$ cat config.mk
export PLATFORM = sky130hd
export DESIGN_NAME = fb_writer
export DESIGN_NICKNAME = d
export VERILOG_FILES = /design/src/rtl/fbw_pkg.sv /design/src/rtl/fbw_packer.sv /design/src/rtl/fb_writer.sv
export SDC_FILE = /design/constraint.sdc
export NUM_CORES = 1
export LEC_CHECK = 0
export CORE_MARGIN = 2
export CORE_UTILIZATION = 55
export CTS_CLUSTER_SIZE = 12
export DETAILED_ROUTE_END_ITERATION = 7
export DONT_BUFFER_PORTS = 1
export PLACE_DENSITY = 0.75
export SLEW_MARGIN = 20
export SYNTH_ARGS = -nofsm -noshare
export SYNTH_HDL_FRONTEND = slang
export SYNTH_SLANG_ARGS = --single-unit
$ cat constraint.sdc
create_clock -name SysClk -period 2.48 [get_ports SysClk]
set_input_delay 0.62 -clock SysClk [delete_from_list [all_inputs] [get_ports SysClk]]
set_output_delay 0.62 -clock SysClk [all_outputs]
set_load 0.03 [all_outputs]
$ cat src/rtl/fbw_pkg.sv
// Shared types and helpers for the framebuffer writer (fb_writer, fbw_packer).
// FBW_RGB888_IN_EN selects 24-bit RGB888 pixel input, truncated to RGB222.
package fbw_pkg;

    localparam int unsigned PIX_W       = 6;
    localparam int unsigned PACK_PIXELS = 4;
    localparam int unsigned PACK_BYTES  = 3;
    localparam int unsigned PACK_W      = PACK_PIXELS * PIX_W;
    localparam int unsigned RGB888_W    = 24;

    typedef enum logic [1:0] {
        COLLECT = 2'd0,
        WR0     = 2'd1,
        WR1     = 2'd2,
        WR2     = 2'd3
    } fbw_state_t;

    typedef struct packed {
        logic [1:0] r;
        logic [1:0] g;
        logic [1:0] b;
    } rgb222_t;

    // Keep the two MSBs of each 8-bit channel; no rounding.
    function automatic rgb222_t rgb888_to_rgb222(input logic [RGB888_W-1:0] c);
        rgb222_t p;
        p.r = c[23:22];
        p.g = c[15:14];
        p.b = c[7:6];
        return p;
    endfunction

endpackage

$ cat src/rtl/fbw_packer.sv
// Collects PACK_PIXELS pixels into one pack word, pixel 0 in the LSBs.
// pack_full is combinational: high on the load that completes a pack.
module fbw_packer
    import fbw_pkg::*;
#(
    parameter int unsigned PWIDTH = PIX_W
) (
    input  logic                          clk,
    input  logic                          rst,
    input  logic                          load,
    input  logic                          clear,
    input  logic [PWIDTH-1:0]             pix,
    output logic [PACK_PIXELS*PWIDTH-1:0] pack,
    output logic                          pack_full
);

    localparam int unsigned PACK_BITS = PACK_PIXELS * PWIDTH;
    localparam int unsigned CNT_W     = $clog2(PACK_PIXELS);
    localparam logic [CNT_W-1:0] LAST_SLOT = CNT_W'(PACK_PIXELS - 1);

    logic [CNT_W-1:0] count;

    assign pack_full = load && !clear && (count == LAST_SLOT);

    // A clear that coincides with a load restarts the pack with this pixel as pixel 0.
    always_ff @(posedge clk or posedge rst) begin
        if (rst) begin
            count <= '0;
            pack  <= '0;
        end else if (clear) begin
            if (load) begin
                count <= CNT_W'(1);
                pack  <= PACK_BITS'(pix);
            end else begin
                count <= '0;
                pack  <= '0;
            end
        end else if (load) begin
            for (int s = 0; s < int'(PACK_PIXELS); s++) begin
                if (count == CNT_W'(s)) begin
                    pack[s*PWIDTH +: PWIDTH] <= pix;
                end
            end
            count <= count + CNT_W'(1);
        end
    end

endmodule

$ cat src/rtl/fb_writer.sv
// Packs RGB222 pixels 4-to-3 bytes and writes them to the framebuffer with wrapping address.
// FBW_RGB888_IN_EN: PixIn is 24-bit RGB888, truncated to RGB222 before packing.
module fb_writer
    import fbw_pkg::*;
#(
    parameter int unsigned AWIDTH      = 16,
    parameter int unsigned PWIDTH      = PIX_W,
    parameter int unsigned DWIDTH      = 8,
    parameter int unsigned FRAME_BYTES = 57600
) (
    input  logic                SysClk,
    input  logic                Reset,
`ifdef FBW_RGB888_IN_EN
    input  logic [RGB888_W-1:0] PixIn,
`else
    input  logic [PWIDTH-1:0]   PixIn,
`endif
    input  logic                PixValid,
    output logic                PixReady,
    input  logic                FrameStart,
    output logic [AWIDTH-1:0]   MemAddr,
    output logic [DWIDTH-1:0]   MemData,
    output logic                MemWe,
    input  logic                MemBusy,
    output logic                FrameDone
);

    localparam int unsigned PACK_BITS = PACK_PIXELS * PWIDTH;
    localparam logic [AWIDTH-1:0] LAST_ADDR = AWIDTH'(FRAME_BYTES - 1);

    fbw_state_t              state_q;
    fbw_state_t              state_d;
    logic [AWIDTH-1:0]       addr_d;
    logic [AWIDTH-1:0]       addr_next;
    logic [DWIDTH-1:0]       data_d;
    logic                    we_d;
    logic                    done_d;
    logic                    accept;
    logic                    last_byte;
    logic [PWIDTH-1:0]       pix;
    logic [PACK_BITS-1:0]    pack;
    logic                    pack_full;

`ifdef FBW_RGB888_IN_EN
    assign pix = PWIDTH'(rgb888_to_rgb222(PixIn));
`else
    assign pix = PixIn;
`endif

    // Ready is a decode of the state register, forced low while in reset.
    assign PixReady = (state_q == COLLECT) && !Reset;
    assign accept   = PixValid && PixReady;

    fbw_packer #(
        .PWIDTH (PWIDTH)
    ) u_packer (
        .clk       (SysClk),
        .rst       (Reset),
        .load      (accept),
        .clear     (FrameStart),
        .pix       (pix),
        .pack      (pack),
        .pack_full (pack_full)
    );

    assign last_byte = (MemAddr == LAST_ADDR);
    assign addr_next = last_byte ? '0 : MemAddr + AWIDTH'(1);

    // Next-state and next-output logic; FrameStart overrides everything else.
    always_comb begin
        state_d = state_q;
        addr_d  = MemAddr;
        data_d  = MemData;
        we_d    = 1'b0;
        done_d  = 1'b0;

        case (state_q)
            COLLECT: begin
                if (pack_full) begin
                    state_d = WR0;
                    we_d    = 1'b1;
                    data_d  = pack[0 +: DWIDTH];
                end
            end
            WR0: begin
                we_d = 1'b1;
                if (!MemBusy) begin
                    state_d = WR1;
                    addr_d  = addr_next;
                    data_d  = pack[DWIDTH +: DWIDTH];
                end
            end
            WR1: begin
                we_d = 1'b1;
                if (!MemBusy) begin
                    state_d = WR2;
                    addr_d  = addr_next;
                    data_d  = pack[2*DWIDTH +: DWIDTH];
                end
            end
            WR2: begin
                we_d = 1'b1;
                if (!MemBusy) begin
                    state_d = COLLECT;
                    addr_d  = addr_next;
                    we_d    = 1'b0;
                    done_d  = last_byte;
                end
            end
            default: begin
                state_d = COLLECT;
            end
        endcase

        if (FrameStart) begin
            state_d = COLLECT;
            addr_d  = '0;
            we_d    = 1'b0;
            done_d  = 1'b0;
        end
    end

    // State and registered memory-interface outputs.
    always_ff @(posedge SysClk or posedge Reset) begin
        if (Reset) begin
            state_q   <= COLLECT;
            MemAddr   <= '0;
            MemData   <= '0;
            MemWe     <= 1'b0;
            FrameDone <= 1'b0;
        end else begin
            state_q   <= state_d;
            MemAddr   <= addr_d;
            MemData   <= data_d;
            MemWe     <= we_d;
            FrameDone <= done_d;
        end
    end

endmodule

# After elaboration in Yosys (flattened, before gate mapping)
# Cells that the tools add are included.
[totals]
regBits = 54
inputBits = 11
out_inout_bits = 27
[classes]
add_sub_neg = 2
eq_ne = 15
n_mux = 31
n_reduce_logical = 24
[ops]
columns = ["operator", "count"]
rows = [
  ["16-bit two-way mux", 4],
  ["24-bit two-way mux", 2],
  ["6-bit two-way mux", 5],
  ["8-bit two-way mux", 3],
  ["8-bit case mux with 3 select lines", 1],
  ["16-bit by 1-bit adder with 16-bit output, second input constant", 1],
  ["16-bit == test, second input constant", 1],
  ["2-bit two-way mux", 7],
  ["3-bit inequality test, second input constant", 4],
  ["2-bit nonzero test", 6],
  ["2-bit AND reduction", 5],
  ["2-bit == test, second input constant", 4],
  ["2-bit inequality test, second input constant", 4],
  ["2-bit case mux with 4 select lines", 1],
  ["4-bit AND reduction", 2],
  ["1-bit two-way mux", 7],
  ["2-bit by 1-bit == test with 1-bit output, second input constant", 2],
  ["1-bit logical AND", 4],
  ["2-bit zero test", 2],
  ["1-bit case mux with 3 select lines", 1],
  ["3-bit nonzero test", 1],
  ["3-bit OR reduction", 1],
  ["2-bit by 1-bit adder with 2-bit output, second input constant", 1],
  ["1-bit zero test", 2],
  ["2-bit OR reduction", 1],
]

# Logic depth before layout (Yosys ltp)
# Gate-level depths: netlist of the first run.
[depth]
depth_word = 8
depth_mapped = 7
mapped_depth_nobuf = 7

# By module
# A second synthesis of the first run with hierarchy kept.
[unflattened]
cells_unflattened = 259
hier_area_um2 = 2800.2
[modules_own_cells]
columns = ["mod", "n_inst", "cells_each", "area_each_um2"]
rows = [
  ["fb_writer", 1, 162, 1581.5],
  ["fbw_packer", 1, 97, 1218.7],
]

# Least setup slack after synthesis of the first run
# No wires, ideal clock.
[synth_path]
path_kind = "register -> register"
start = "register state_q[0]"
end = "register MemData[0]"
setup_time_ns = 0.128
t_arrival_ns = 1.760
setup_slack_ns = 0.593
path_stages_with_launch = 8
n_path_buf = 0
synth_period_minus_slack_ns = 1.887
path_cell_list = "dfrtp_1 inv_1 ha_1 and3b_1 nand2_2 o21ai_1 nand3b_2 mux2_1"
[synth_via]
elab_chain_cells = 7
word_cells_on_any_way = 13
[synth_rtl]
columns = ["item", "line", "rtl"]
rows = [
  ["from (decl)", "fb_writer.sv:31", "fbw_state_t state_q;"],
  ["from (signal assigned)", "fb_writer.sv:132", "state_q <= state_d;"],
  ["2-bit zero test", "fb_writer.sv:51, fb_writer.sv:77", ""],
  ["1-bit logical AND", "fb_writer.sv:51", "assign PixReady = (state_q == COLLECT) && !Reset;"],
  ["1-bit logical AND", "fb_writer.sv:52", "assign accept = PixValid && PixReady;"],
  ["1-bit logical AND (2 in a row)", "fbw_packer.sv:23", "assign pack_full = load && !clear && (count == LAST_SLOT);"],
  ["2-bit inequality test (no line)", "-", ""],
  ["4-bit AND reduction (no line)", "-", ""],
  ["to (signal assigned)", "fb_writer.sv:134", "MemData <= data_d;"],
  ["to (decl)", "fb_writer.sv:22", "output logic [DWIDTH-1:0] MemData,"],
]
# Several ways; a longest one is shown, not always the timed one.
# A chain may end at the register's enable or synchronous reset.

# Worst setup path after layout of the first run
[layout_path]
start = "register state_q[0]"
end = "register MemData[4]"
# The elaborated chain is that of the path after synthesis.

==> impl_metrics.env, run 1 <==
export IMPL_final_setup_tns_ns=0
export IMPL_syn_num_nets=290
export IMPL_wirelength_um=5710
export IMPL_cts_sinks=54
export IMPL_clockBufferDepth=2
export IMPL_grtUsageTotal=0.224
export IMPL_slew_headroom=0.609
export IMPL_synthArstFlopShare=1.00
export IMPL_cts_buffers=5
export IMPL_holdBufCountCts=0
export IMPL_cp_required_ns=2.67
export IMPL_cellPowerDensity_nw_per_um2=766
export IMPL_ys_seq_area_frac=0.500
export IMPL_max_freq_mhz=466
export IMPL_synth_cell_types=45
export IMPL_dp_hpwl_um=4160
export IMPL_ioPinCount=38
export IMPL_slew_viol_final=0
export IMPL_worstSetupStartpointType="register"
export IMPL_drtIter0Drc=125
export IMPL_crit_chain="inv_1, ha_1, and3b_1, nand2_2, o21ai_1, nand3b_2, mux2_1"
export IMPL_fin_skew_ns=0.0108
export IMPL_post_cts_buffers=0
export IMPL_critical_path_max_fanout=9
export IMPL_layout_common_cells="dfrtp_1 (54), a21oi_1 (34), nand2_1 (31)"
export IMPL_antenna_found_initial=0
export IMPL_fillers=396
export IMPL_synth_flop_cell="dfrtp_1"
export IMPL_ys_ff_latch=54
export IMPL_dr_pass1_iters=4
export IMPL_post_route_min_period_ns=2.15
export IMPL_worst_ep_arrival_time_ns=2.34
export IMPL_grt_overflow=0
export IMPL_wire_per_inst_um=16.7
export IMPL_synth_edf_count=0
export IMPL_dpl_worst_slack_ns=0.347
export IMPL_min_path_type="in2async"
export IMPL_synthMuxAreaShare=0.0412
export IMPL_fin_crit_sh=0.865
export IMPL_syn_to_final_growth_pct=8.19
export IMPL_rows=25
export IMPL_synth_top_family_by_area="simple AND/OR/NAND/NOR gates"
export IMPL_synth_avg_cell_area_um2=10.0
export IMPL_root_buffer="clkbuf_8"
export IMPL_layout_commonest_cell="dfrtp_1"
export IMPL_diodes=0
export IMPL_ant_nets=0
export IMPL_post_route_drc_count=0
export IMPL_setup_viol=0
export IMPL_slowest_stage="dfrtp_1"
export IMPL_die_area_um2=5490
export IMPL_ir_worst_vdd_uv=424
export IMPL_slowest_delay_ns=0.43
export IMPL_start_util=0.572
export IMPL_final_hold_violation_count=0
export IMPL_nNetsFinal=294
export IMPL_yosys_area_share_adder=0.0463
export IMPL_worstMarginPinSlew_ns=0.586
export IMPL_die_height_um=74.1
export IMPL_ys_warnings_count=0
export IMPL_regArea_um2=1350
export IMPL_yosys_area_share_simple=0.202
export IMPL_power_total_w=0.00224
export IMPL_coreArea_um2=4720
export IMPL_timing_hold_ws_ns=0.208
export IMPL_clk_latency_ns=0.31
export IMPL_path_clk_slew_ns=0.10
export IMPL_synth_compound_area_frac=0.141
export IMPL_syn_cell_area_um2=2700
export IMPL_synth_cells=269
export IMPL_h_tree_depth=2
export IMPL_die_w_um=74.1
export IMPL_setup_ws_ns=0.334
export IMPL_post_cts_resized=0
export IMPL_grt_pass1_wl_um=9420
export IMPL_rsz0062_at_grt="false"
export IMPL_place_gp_congestion=0.859
export IMPL_crit_type="reg2reg"
export IMPL_grt_max_degree=32
export IMPL_cts_tree="done"
export IMPL_end_kind="register"
export IMPL_p_leak_nw=1.26
export IMPL_grt_pass1_vias=1984
export IMPL_status="completed"
export IMPL_synth_xor_xnor_area_share=0.0356
export IMPL_cap_violations=0
export IMPL_drive_above_1_share=0.106
export IMPL_multiInputGateArea_um2=1260
export IMPL_vias_per_cell=5.82
export IMPL_port_buffers=0
export IMPL_num_vias=1984
[per-layer routing]
metal	global-route usage	wire length [um]
met4	0.0586	65
met5	0	0
met3	0.0637	331
met2	0.375	2820
met1	0.289	2490
[power breakdown]
| part | internal (W) | leakage (nW) | switching [W] |
|---|---|---|---|
| registers | 0.000960 | 0.742 | 0.000155 |
| clock network | 0.000404 | 0.0683 | 0.000299 |
| logic | 0.000163 | 0.449 | 0.000258 |
[through the flow]
stage | instance area, um^2 | instances | util
floorplan | 2700 | 269 | -
global placement | 2790 | 333 | 0.590
detailed placement | 2790 | 333 | 0.590
CTS | 2920 | 341 | 0.619
global route | 2920 | 341 | 0.619
finish | 2920 | 341 | 0.619
[flip-flops by register name, summed over array words and instances, names as in the netlist]
name            cells
state_q             2
MemAddr            16
MemData             8
MemWe               1
u_packer.count      2
FrameDone           1
u_packer.pack      24
[Yosys cell counts (all sizes together) (8+ instances only)]
master | instances | share of area
a21oi | 34 | 0.063
nor2 | 29 | 0.044
ha | 10 | 0.046
inv | 8 | 0.011
a22oi | 8 | 0.022
nand2 | 32 | 0.045
xnor2 | 8 | 0.026
mux2 | 9 | 0.038
dfrtp | 54 | 0.50
nand3 | 17 | 0.031
[final timing paths]
path / slack, ns / depth (start not counted) / to / startpoint
setup / recovery: 0.33 / 7 / MemData[4] / state_q[0]
hold / removal: 0.21 / 1 / MemAddr[7] / Reset
setup reg to reg: 0.33 / 7 / MemData[4] / state_q[0]
hold reg to reg: 0.51 / 1 / u_packer.pack[1] / u_packer.pack[1]
max in group asynchronous: 1.64 / 2 / u_packer.pack[18] / Reset
min in group SysClk: 0.36 / 1 / u_packer.pack[11] / FrameStart
[critical path, delay by kind of cell (launching register included)]
kind	cells	cell delay (ns)
AOI/OAI and AO/OA	1	0.18
adders and majority gates	1	0.30
buffers and inverters	1	0.12
DFF	1	0.43
muxes	1	0.38
and+or+nand+nor	3	0.62
[layout make-up]
type,instances,area share
sequential,54,0.462
multi-input combinational,196,0.431
tap,67,0.0287
clock buffer,5,0.0235
clock inverter,3,0.0235
timing repair buffer,8,0.0205
inverter,8,0.0103
[cells by family (layout without fill, tap and decap cells)]
kind of cell | count (synthesis) | in the layout
AND/OR/NAND/NOR | 102 | 102
XOR/XNOR | 11 | 11
buffers and inverters | 19 | 24
adder cells (fa/ha/maj) | 10 | 10
flip-flops | 54 | 54
multiplexers | 10 | 10
AO/OA/AOI/OAI | 63 | 63
Note: power is estimated with default switching activity, not from simulation.
==> inputs of run 2 (changes only) <==
--- a/config.mk
+++ b/config.mk
@@ -10,8 +10,9 @@
 export CTS_CLUSTER_SIZE = 12
 export DETAILED_ROUTE_END_ITERATION = 7
 export DONT_BUFFER_PORTS = 1
-export PLACE_DENSITY = 0.75
+export PLACE_DENSITY = 0.7
 export SLEW_MARGIN = 20
 export SYNTH_ARGS = -nofsm -noshare
 export SYNTH_HDL_FRONTEND = slang
 export SYNTH_SLANG_ARGS = --single-unit
+export TNS_END_PERCENT = 1
==> run 2 against run 1 <==
Against the previous run: first-iteration DRC count down 8.8%; die area unchanged; non-clock buffer count unchanged; combinational power about the same; clock power down 27%; highest routed layer unchanged; design area down 1.5%; flip-flop and latch count unchanged; sequential power about the same; setup slack worse by 0.024 ns; largest cell class unchanged; critical path type unchanged; final cell count unchanged.
==> impl_metrics.env, run 2 (synthesis results as in run 1) <==
export IMPL_worst_ep_arrival_time_ns=2.37
export IMPL_path_clk_slew_ns=0.10
export IMPL_die_area_um2=5490
export IMPL_slew_headroom=0.624
export IMPL_cts_buffers=5
export IMPL_power_total_w=0.00205
export IMPL_holdBufCountCts=0
export IMPL_dp_cells=333
export IMPL_post_cts_resized=0
export IMPL_largest_reg_flops=24
export IMPL_fin_skew_ns=0.00857
export IMPL_critical_path_max_fanout=9
export IMPL_nNetsFinal=294
export IMPL_cp_required_ns=2.68
export IMPL_grt_max_degree=32
export IMPL_setup_viol=0
export IMPL_post_cts_buffers=0
export IMPL_ioPinCount=38
export IMPL_grt_pass1_wl_um=9850
export IMPL_dr_pass1_iters=4
export IMPL_drtIter0Drc=114
export IMPL_die_height_um=74.1
export IMPL_p_sw_frac=0.343
export IMPL_syn_to_final_growth_pct=6.62
export IMPL_fillers=422
export IMPL_crit_type="reg2reg"
export IMPL_p_leak_nw=1.24
export IMPL_cellPowerDensity_nw_per_um2=712
export IMPL_cts_tree="done"
export IMPL_status="completed"
export IMPL_post_route_min_period_ns=2.17
export IMPL_power_frac_clock=0.250
export IMPL_clockBufferDepth=2
export IMPL_final_setup_tns_ns=0
export IMPL_layout_commonest_cell="dfrtp_1"
export IMPL_post_route_drc_count=0
export IMPL_worstSetupStartpointType="register"
export IMPL_clk_latency_ns=0.31
export IMPL_drive_above_1_share=0.106
export IMPL_min_path_type="in2async"
export IMPL_ant_nets=0
export IMPL_slew_viol_final=0
export IMPL_p_int_w=0.00135
export IMPL_diodes=0
export IMPL_top_regs="u_packer.pack x24, MemAddr x16, MemData x8"
export IMPL_cts_sinks=54
export IMPL_worstMarginPinSlew_ns=0.564
export IMPL_vias_per_cell=5.77
export IMPL_cap_violations=0
export IMPL_grt_pass1_vias=2021
export IMPL_fin_util=0.610
export IMPL_wire_per_inst_um=17.1
export IMPL_end_kind="register"
export IMPL_antenna_found_initial=0
export IMPL_p_switching_w=0.000704
export IMPL_combinationalPowerShare=0.205
export IMPL_rows=25
export IMPL_grt_overflow=0
export IMPL_root_buffer="clkbuf_8"
export IMPL_rsz0062_at_grt="false"
export IMPL_sequentialPowerShare=0.544
export IMPL_top_register="u_packer.pack"
export IMPL_place_gp_congestion=0.877
export IMPL_wirelength_um=5820
export IMPL_h_tree_depth=2
export IMPL_dp_hpwl_um=4120
export IMPL_ir_worst_vdd_uv=383
export IMPL_final_area_um2=2880
export IMPL_max_freq_mhz=461
export IMPL_grtUsageTotal=0.234
export IMPL_final_hold_violation_count=0
export IMPL_layout_common_cells="dfrtp_1 (54), a21oi_1 (34), nand2_1 (31)"
export IMPL_placed_cell_area_um2=2790
export IMPL_start_util=0.572
export IMPL_fin_crit_sh=0.875
export IMPL_num_vias=1966
export IMPL_port_buffers=0
export IMPL_die_w_um=74.1
export IMPL_final_cells=341
export IMPL_coreArea_um2=4720
run 2: cell count changes in the layout (fill, tap and decap cells not counted):
cell and delta:
clkbuf_8 +1, clkinvlp_4 +1, clkinv_4 -1, clkinv_2 +1, bufinv_16 -2
run 2: per-layer routing:
layer | GRT usage | share of wire | vias to the layer above | routed length [um]
met5 | 0 | 0 | - | 0
met4 | 0.0667 | 0.011 | 0 | 66
met3 | 0.0542 | 0.074 | 8 | 432
met2 | 0.392 | 0.48 | 60 | 2800
met1 | 0.307 | 0.43 | 952 | 2520
li1 | - | - | 946 | -
run 2: power groups by stage:
stage / clock network (W) / registers [W] / logic, W
finish: 0.000513 / 0.00112 / 0.000422
global route: 0.000564 / 0.00113 / 0.000473
CTS: 0.000520 / 0.00112 / 0.000426
detailed placement: 0 / 0.00114 / 0.000424
global placement: 0 / 0.00113 / 0.000416
floorplan: 0 / 0.00111 / 0.000346
run 2: worst max-delay path: stages (launching register included):
cell,delay [ns]
dfrtp_1,0.43
inv_1,0.12
ha_1,0.32
and3b_1,0.24
nand2_2,0.14
o21ai_1,0.17
nand3b_2,0.25
mux2_1,0.39
run 2: stage by stage:
stage	setup WS (ns)	hold WS, ns
6_report	0.309	0.181
5_1_grt	0.163	0.208
3_3_place_gp	0.413	0.495
4_1_cts	0.293	0.194
2_1_floorplan	0.545	0.467
3_5_place_dp	0.307	0.493
run 2: path summary, 6_finish.rpt:
kind                                  start                 to  slack (ns)  cells past startpoint
max reg2reg                      state_q[1]         MemData[3]        0.31                      7
min in group SysClk              FrameStart  u_packer.pack[14]        0.36                      1
min reg2reg                u_packer.pack[0]   u_packer.pack[0]        0.52                      1
max in group asynchronous             Reset         MemAddr[0]        1.69                      2
min                                   Reset  u_packer.pack[12]        0.18                      1
max                              state_q[1]         MemData[3]        0.31                      7
run 2: final cells by class:
class	count	area, um^2	share of cell area
flip-flops and latches	54	1350	0.469
multi-input cells	196	1260	0.438
well taps	67	83.8	0.0291
clock buffers	6	82.6	0.0287
repair buffers	8	60.1	0.0208
inverters	8	30.0	0.0104
clock inverters	2	12.5	0.00434
==> inputs of run 3 (changes only) <==
--- a/config.mk
+++ b/config.mk
@@ -6,11 +6,12 @@
 export NUM_CORES = 1
 export LEC_CHECK = 0
 export CORE_MARGIN = 2
-export CORE_UTILIZATION = 55
-export CTS_CLUSTER_SIZE = 12
+export CORE_UTILIZATION = 63
+export CTS_CLUSTER_SIZE = 16
 export DETAILED_ROUTE_END_ITERATION = 7
 export DONT_BUFFER_PORTS = 1
-export PLACE_DENSITY = 0.7
+export PLACE_DENSITY = 0.79
+export RECOVER_POWER = 100
 export SLEW_MARGIN = 20
 export SYNTH_ARGS = -nofsm -noshare
 export SYNTH_HDL_FRONTEND = slang
==> run 3 against run 2 <==
Against the previous run: clock power rose by 19%; setup slack worse by 0.12 ns; count of clock-buffer cells in the layout fell by 1; highest routed layer unchanged; critical endpoint is now PixReady.
==> impl_metrics.env, run 3 (synthesis results as in run 1) <==
export IMPL_dp_cells=315
export IMPL_post_route_min_period_ns=2.29
export IMPL_cellPowerDensity_nw_per_um2=756
export IMPL_grt_pass1_vias=1971
export IMPL_crit_start="state_q[0]"
export IMPL_die_height_um=69.5
export IMPL_crit_type="reg2out"
export IMPL_p_sw_frac=0.334
export IMPL_layout_common_cells="dfrtp_1 (54), a21oi_1 (34), nand2_1 (31)"
export IMPL_grtUsageTotal=0.257
export IMPL_slowest_delay_ns=0.44
export IMPL_rows=23
export IMPL_nNetsFinal=293
export IMPL_drtIter0Drc=131
export IMPL_clockBufferDepth=2
export IMPL_diodes=0
export IMPL_grt_busiest_layer="met2"
export IMPL_drive_above_1_share=0.0696
export IMPL_antenna_found_initial=0
export IMPL_ioPinCount=38
export IMPL_final_cells=323
export IMPL_syn_to_final_growth_pct=4.72
export IMPL_p_int_w=0.00143
export IMPL_setup_viol=0
export IMPL_port_buffers=0
export IMPL_wire_per_inst_um=17.7
export IMPL_wirelength_um=5730
export IMPL_path_clk_slew_ns=0.11
export IMPL_num_vias=1997
export IMPL_grt_overflow=0
export IMPL_dp_hpwl_um=3970
export IMPL_die_area_um2=4830
export IMPL_cp_required_ns=1.86
export IMPL_p_leak_nw=1.20
export IMPL_end_kind="output port"
export IMPL_placed_cell_area_um2=2760
export IMPL_post_cts_resized=0
export IMPL_dr_pass1_iters=4
export IMPL_cts_sinks=54
export IMPL_p_switching_w=0.000714
export IMPL_worstMarginPinSlew_ns=0.993
export IMPL_fillers=329
export IMPL_root_buffer="clkbuf_8"
export IMPL_sequentialPowerShare=0.521
export IMPL_worstSetupStartpointType="register"
export IMPL_coreArea_um2=4060
export IMPL_status="completed"
export IMPL_reg2reg_from="MemAddr[12]"
export IMPL_rsz0062_at_grt="false"
export IMPL_top_regs="u_packer.pack x24, MemAddr x16, MemData x8"
export IMPL_final_area_um2=2830
export IMPL_h_tree_depth=2
export IMPL_ant_nets=0
export IMPL_die_w_um=69.5
export IMPL_grt_max_degree=32
export IMPL_fin_crit_sh=0.925
export IMPL_ir_worst_vdd_uv=511
export IMPL_fin_skew_ns=0.0129
export IMPL_place_gp_congestion=0.842
export IMPL_largest_reg_flops=24
export IMPL_cts_buffers=5
export IMPL_clk_latency_ns=0.32
export IMPL_power_total_w=0.00214
export IMPL_cap_violations=0
export IMPL_combinationalPowerShare=0.194
export IMPL_final_hold_violation_count=0
export IMPL_post_route_drc_count=0
export IMPL_grt_use_met2=0.427
export IMPL_holdBufCountCts=0
export IMPL_met1_usage=0.328
export IMPL_min_path_type="in2async"
export IMPL_slew_viol_final=0
export IMPL_timing_hold_ws_ns=0.320
export IMPL_met3_usage=0.0756
export IMPL_vias_per_cell=6.18
export IMPL_post_cts_buffers=0
export IMPL_layout_commonest_cell="dfrtp_1"
export IMPL_power_frac_clock=0.285
export IMPL_crit_chain="inv_1, ha_1, nor2b_1, clkbuf_1"
export IMPL_top_register="u_packer.pack"
export IMPL_grt_pass1_wl_um=9790
export IMPL_start_util=0.666
export IMPL_max_freq_mhz=436
export IMPL_slowest_stage="dfrtp_1"
export IMPL_critical_path_max_fanout=7
export IMPL_cts_tree="done"
export IMPL_final_setup_tns_ns=0
export IMPL_worst_ep_arrival_time_ns=1.67
export IMPL_slew_headroom=0.338
-- run 3: final cells by class --
| type | count | area (um^2) | area share |
|---|---|---|---|
| multi-input cells | 196 | 1240 | 0.438 |
| repair buffers | 7 | 30.0 | 0.0106 |
| well taps | 50 | 62.6 | 0.0221 |
| inverters | 8 | 30.0 | 0.0106 |
| flip-flops and latches | 54 | 1350 | 0.477 |
| clock inverters | 3 | 47.5 | 0.0168 |
| clock buffers | 5 | 68.8 | 0.0243 |
-- run 3: worst paths after layout --
kind | to | slack (ns) | cells past startpoint
worst min register to register | u_packer.pack[5] | 0.51 | 1
worst max-delay path | PixReady | 0.19 | 4
max in group asynchronous | u_packer.pack[13] | 0.79 | 2
min in group SysClk | u_packer.pack[20] | 0.35 | 1
worst min-delay path | MemAddr[5] | 0.32 | 1
worst max register to register | MemAddr[0] | 0.20 | 4
-- run 3: per-stage QoR --
stage	utilization	worst slack [ns]
final	0.698	0.187
after detailed placement	0.680	0.305
after global placement	0.680	0.431
after global routing	0.698	0.0786
after CTS	0.708	0.294
after floorplan	-	0.545
-- run 3: critical path, delay by kind of cell, from the launching register on --
kind	cells	cell delay (ns)
buffers and inverters	2	0.44
DFF	1	0.44
and+or+nand+nor	1	0.17
adders and majority gates	1	0.31
-- run 3: per-layer routing --
| layer | vias to the layer above | part of all wire |
|---|---|---|
| li1 | 953 | - |
| met1 | 966 | 0.44 |
| met2 | 71 | 0.49 |
| met3 | 7 | 0.059 |
| met4 | 0 | 0.010 |
| met5 | - | 0 |
-- run 3: power by group through the flow --
stage | Sequential, W | Combinational [W] | Clock (W)
5_1_grt | 0.00113 | 0.000470 | 0.000654
3_5_place_dp | 0.00113 | 0.000423 | 0
6_report | 0.00111 | 0.000416 | 0.000609
4_1_cts | 0.00112 | 0.000424 | 0.000617
3_3_place_gp | 0.00113 | 0.000408 | 0
2_1_floorplan | 0.00111 | 0.000346 | 0
